[config.mk]
export PLATFORM = sky130hd
export DESIGN_NAME = wb_arbiter
export DESIGN_NICKNAME = d
export VERILOG_FILES = /design/src/rtl/sisc_pkg.sv /design/src/rtl/wb_arb_pick.sv /design/src/rtl/wb_arbiter.sv
export SDC_FILE = /design/constraint.sdc
export NUM_CORES = 1
export LEC_CHECK = 0
export CAP_MARGIN = 10
export CORE_ASPECT_RATIO = 1.4
export CORE_MARGIN = 1.5
export CORE_UTILIZATION = 36
export CTS_CLUSTER_SIZE = 16
export DETAILED_ROUTE_END_ITERATION = 8
export PLACE_DENSITY = 0.77
export SETUP_SLACK_MARGIN = 0.2
export SYNTH_ARGS = -nofsm -noshare
export SYNTH_HDL_FRONTEND = slang
export SYNTH_SLANG_ARGS = --single-unit
[constraint.sdc]
create_clock -name clk -period 1.4 [get_ports clk]
set_input_delay 0.28 -clock clk [delete_from_list [all_inputs] [get_ports clk]]
set_output_delay 0.28 -clock clk [all_outputs]
set_load 0.005 [all_outputs]
[src/rtl/sisc_pkg.sv]
// Shared SISC write-back definitions: source encodings, default widths and
// the round-robin pointer advance used by wb_arbiter.
package sisc_pkg;

    localparam int WB_DATA_W = 16;
    localparam int WB_ADDR_W = 4;

    localparam logic [1:0] WB_SRC_ALU = 2'b00;
    localparam logic [1:0] WB_SRC_MEM = 2'b01;
    localparam logic [1:0] WB_SRC_IO  = 2'b10;

    // Highest priority moves to the source after the winner, wrapping IO back to ALU.
    function automatic logic [1:0] next_ptr(input logic [1:0] src);
        return (src == WB_SRC_IO) ? WB_SRC_ALU : src + 2'd1;
    endfunction

endpackage

[src/rtl/wb_arb_pick.sv]
// Combinational 3-way write-back picker. WB_ARB_RR_EN selects round-robin
// starting at ptr; otherwise fixed priority MEM > ALU > IO and ptr is ignored.
module wb_arb_pick
    import sisc_pkg::*;
(
    input  logic [2:0] vld,
    input  logic [1:0] ptr,
    output logic [2:0] gnt,
    output logic [1:0] src
);

`ifdef WB_ARB_RR_EN
    always_comb begin
        logic [2:0] cand;
        logic       found;
        gnt   = 3'b000;
        src   = WB_SRC_ALU;
        found = 1'b0;
        cand  = 3'd0;
        for (int i = 0; i < 3; i++) begin
            cand = {1'b0, ptr} + 3'(i);
            if (cand >= 3'd3) cand = cand - 3'd3;
            if (!found && vld[cand[1:0]]) begin
                found           = 1'b1;
                gnt[cand[1:0]]  = 1'b1;
                src             = cand[1:0];
            end
        end
    end
`else
    logic ptr_unused;
    assign ptr_unused = ^ptr;

    always_comb begin
        gnt = 3'b000;
        src = WB_SRC_ALU;
        if (vld[WB_SRC_MEM]) begin
            gnt[WB_SRC_MEM] = 1'b1;
            src             = WB_SRC_MEM;
        end else if (vld[WB_SRC_ALU]) begin
            gnt[WB_SRC_ALU] = 1'b1;
            src             = WB_SRC_ALU;
        end else if (vld[WB_SRC_IO]) begin
            gnt[WB_SRC_IO]  = 1'b1;
            src             = WB_SRC_IO;
        end
    end
`endif

endmodule

[src/rtl/wb_arbiter.sv]
// SISC register-file write-back arbiter for ALU, MEM and IO producers.
// Define WB_ARB_RR_EN for round-robin; default build is fixed MEM > ALU > IO.
module wb_arbiter
    import sisc_pkg::*;
#(
    parameter int DATA_W = WB_DATA_W,
    parameter int ADDR_W = WB_ADDR_W
) (
    input  logic              clk,
    input  logic              rst,
    input  logic              alu_vld,
    input  logic [DATA_W-1:0] alu_data,
    input  logic [ADDR_W-1:0] alu_dst,
    output logic              alu_rdy,
    input  logic              mem_vld,
    input  logic [DATA_W-1:0] mem_data,
    input  logic [ADDR_W-1:0] mem_dst,
    output logic              mem_rdy,
    input  logic              io_vld,
    input  logic [DATA_W-1:0] io_data,
    input  logic [ADDR_W-1:0] io_dst,
    output logic              io_rdy,
    input  logic              wb_stall,
    output logic [1:0]        wb_sel,
    output logic [DATA_W-1:0] wb_data,
    output logic [ADDR_W-1:0] wb_dst,
    output logic              wb_we
);

    logic [2:0]        req;
    logic [2:0]        gnt;
    logic [2:0]        rdy;
    logic [1:0]        src;
    logic [1:0]        rr_ptr;
    logic              xfer;
    logic [DATA_W-1:0] sel_data;
    logic [ADDR_W-1:0] sel_dst;

    assign req = {io_vld, mem_vld, alu_vld};

    wb_arb_pick u_pick (
        .vld (req),
        .ptr (rr_ptr),
        .gnt (gnt),
        .src (src)
    );

    // Stall and reset only block new grants; the picker itself never sees them.
    assign rdy     = (rst || wb_stall) ? 3'b000 : gnt;
    assign alu_rdy = rdy[WB_SRC_ALU];
    assign mem_rdy = rdy[WB_SRC_MEM];
    assign io_rdy  = rdy[WB_SRC_IO];
    assign xfer    = |rdy;

`ifdef WB_ARB_RR_EN
    always_ff @(posedge clk or posedge rst) begin
        if (rst) begin
            rr_ptr <= WB_SRC_ALU;
        end else if (xfer) begin
            rr_ptr <= next_ptr(src);
        end
    end
`else
    assign rr_ptr = WB_SRC_ALU;
`endif

    always_comb begin
        sel_data = alu_data;
        sel_dst  = alu_dst;
        case (src)
            WB_SRC_MEM: begin
                sel_data = mem_data;
                sel_dst  = mem_dst;
            end
            WB_SRC_IO: begin
                sel_data = io_data;
                sel_dst  = io_dst;
            end
            default: begin
                sel_data = alu_data;
                sel_dst  = alu_dst;
            end
        endcase
    end

    // Grant stage -> registered write-back stage
    always_ff @(posedge clk or posedge rst) begin
        if (rst) begin
            wb_we   <= 1'b0;
            wb_sel  <= WB_SRC_ALU;
            wb_data <= '0;
            wb_dst  <= '0;
        end else begin
            wb_we <= xfer;
            if (xfer) begin
                wb_sel  <= src;
                wb_data <= sel_data;
                wb_dst  <= sel_dst;
            end
        end
    end

endmodule

==> qor.csv <==
metric,value,unit
status,"complete, no violations",
synth_cells,155,
synth_edf_count,0,
required,1120,ps
syn_nets,221,
wirelength,4.55,mm
die_area,0.00440,sq mm
routed_via_density,5.32,
yosysMostFrequentCell,dfrtp_1,
synth.ff_latch_count,23,
track_usage,20.7,%
arrival,930,ps
fillers,315,
hold_buffers,0,
place_area,0.00249,sq mm
synth_top_family_by_area,compound AO/OA/AOI/OAI gates,
stdcell_count,297,
synth-compound-area-share,28.6,%
start_kind,input port,
slew_viol_final,0,
peakVddDrop,0.747,mV
tightest_slew,320,ps
synth_area_leader_cell,dfrtp_1,
setup_viol,0,
synth.top_cells.by_area,"dfrtp_1 (40%), and3b_1 (12%), a211oi_1 (10%)",
cts_tree,yes,
period_share,86.6,%
slowest_delay,240,ps
fin_skew,0,ps
pin_count,92,
synth_fa_ha_area_share,0,%
power.density,753,mW/mm^2
gp_congestion,0.774,
grt_pass1_wl,7.23,mm
num_vias,1580,
clk_latency,270,ps
p_leak,1.13,nW
grt_pass1_vias,1535,
muxShareOfSynthArea,0,%
path_max_fanout,2,
fp-row-count,27,
synth_area,0.00144,sq mm
cts_buffer_depth,2,
cts.sinks,23,
synth_xor_area_share,0,%
path_cells,buf_6 -> or2_4 -> nor3b_2 -> buf_2,
slew_headroom,78.5,%
htree_num_levels,1,
synth.top_cell.area_share,39.9,%
cp-end-kind,primary output,
crit_family,simple AND/OR/NAND/NOR gates,
numCtsBuffers,3,
final_area,0.00261,sq mm
syn_to_final_growth,80.8,%
cp_slowest_cell,or2_4,
grt_overflow,0,
diodes,0,
synthArstFlopShare,100,%
rsz0062_at_grt,yes,
die_w,56.5,um
hp-class,in2async,
final_nets,321,
synth_cell_type_count,22,
finalHoldViolCount,0,
placed_cells,291,
antenna_found_initial,0,
drv_cap,0,
port_buffers,91,
grt_max_degree,25,
ys.flop_type,dfrtp_1,
dieHeight,77.9,um
rrSetupSlack,590,ps
drtIter0Drc,32,
path_class,in2out,
dpl.hpwl,3.50,mm
cts.clk_slew.worst_paths,90,ps
syn_area_per_cell,9.30,sq um
fmax,825,MHz
wl_per_cell,15.3,um
coreArea,0.00388,sq mm
period_needed,1210,ps
path_buf_inv,2,
drive_gt1_share,18.9,%
drt_first_pass_iters,4,
root_buffer,clkbuf_8,
start_util,37.1,%
yosys_warnings,0,
synth_simple_gate_area_share,25.1,%
drc,0,
drtAntennaViolNets,0,
yosysSeqAreaShare,39.9,%
==> cells in the final DEF (no fill, tap or decap) <==
cell / instances
a21o_1: 1
clkinvlp_4: 1
nor2_2: 1
a211oi_2: 5
or2_4: 1
buf_2: 4
nand2b_1: 1
clkdlybuf4s50_1: 60
buf_12: 2
clkbuf_8: 3
clkdlybuf4s15_1: 22
and2_4: 1
inv_1: 2
dfrtp_1: 23
nand2b_2: 1
nor2_4: 1
nor2b_1: 20
buf_6: 4
a211oi_1: 15
clkdlybuf4s15_2: 1
nor3_2: 1
nor2_1: 2
o21ai_0: 20
nor3b_2: 1
a21oi_1: 1
and3_4: 1
o31ai_1: 18
o31ai_2: 2
and3b_1: 20
dlygate4sd2_1: 1
buf_4: 18
==> sequential cells by signal, indices dropped and copies added, names as in the netlist <==
register and flops:
wb_sel 2, wb_we 1, wb_dst 4, wb_data 16
==> worst min-delay path, stage by stage <==
cell and delay (ps):
buf_6 90, buf_6 110, inv_1 80, buf_12 180
==> final timing paths <==
check / from / end / cells past startpoint
worst min register to register: wb_sel[0]$_DFFE_PP0P_ / wb_sel[0]$_DFFE_PP0P_ / 1
worst max-delay path: rst / alu_rdy / 4
min in group clk: mem_vld / wb_sel[1]$_DFFE_PP0P_ / 4
max in group asynchronous: rst / wb_dst[1]$_DFFE_PP0P_ / 4
worst max register to register: wb_sel[1]$_DFFE_PP0P_ / wb_sel[1]$_DFFE_PP0P_ / 3
worst min-delay path: rst / wb_data[14]$_DFFE_PP0P_ / 4
==> logic make-up (layout without fill, tap and decap cells) <==
kind of cell    after synthesis  count (layout)
compound gates               62              62
flops                        23              23
simple gates                 51              51
buf+inv                      19             118
==> per-layer routing <==
metal	track usage, %	wire length, um	part of all wire (%)
met2	36.6	2390	53
met3	2.50	233	5.1
met5	0	0	0
met1	25.4	1860	41
met4	6.90	68	1.5
==> stage by stage <==
step	total power [mW]	setup TNS, ps	setup slack [ps]	hold WS, ps	utilization [%]
2_1_floorplan	1.07	0	185	282	-
3_3_place_gp	1.55	-10870	-563	463	64.0
3_5_place_dp	1.56	-11790	-597	469	64.0
4_1_cts	1.95	0	71.1	152	66.1
5_1_grt	2.06	0	151	138	67.1
6_report	1.96	0	188	127	67.1
==> layout make-up <==
class,count,area [sq um],area share [%]
repair buffers,112,1080,41.5
multi-input cells,113,840,32.2
flip-flops and latches,23,576,22.1
well taps,43,53.8,2.06
clock buffers,3,41.3,1.58
clock inverters,1,7.51,0.288
inverters,2,7.51,0.288
==> timing repair <==
| item | in CTS | in global routing |
|---|---|---|
| resized for setup | 79 | 18 |
| pin swaps | 4 | 2 |
| setup endpoints to repair | 49 | 22 |
| buffers inserted | 2 | 0 |
==> report_power, final <==
group / switching, mW / internal [mW] / total [mW]
sequential: 0.0493 / 0.767 / 0.816
combinational: 0.265 / 0.442 / 0.706
clock: 0.237 / 0.202 / 0.439
Power figures use the tool's default switching activity.
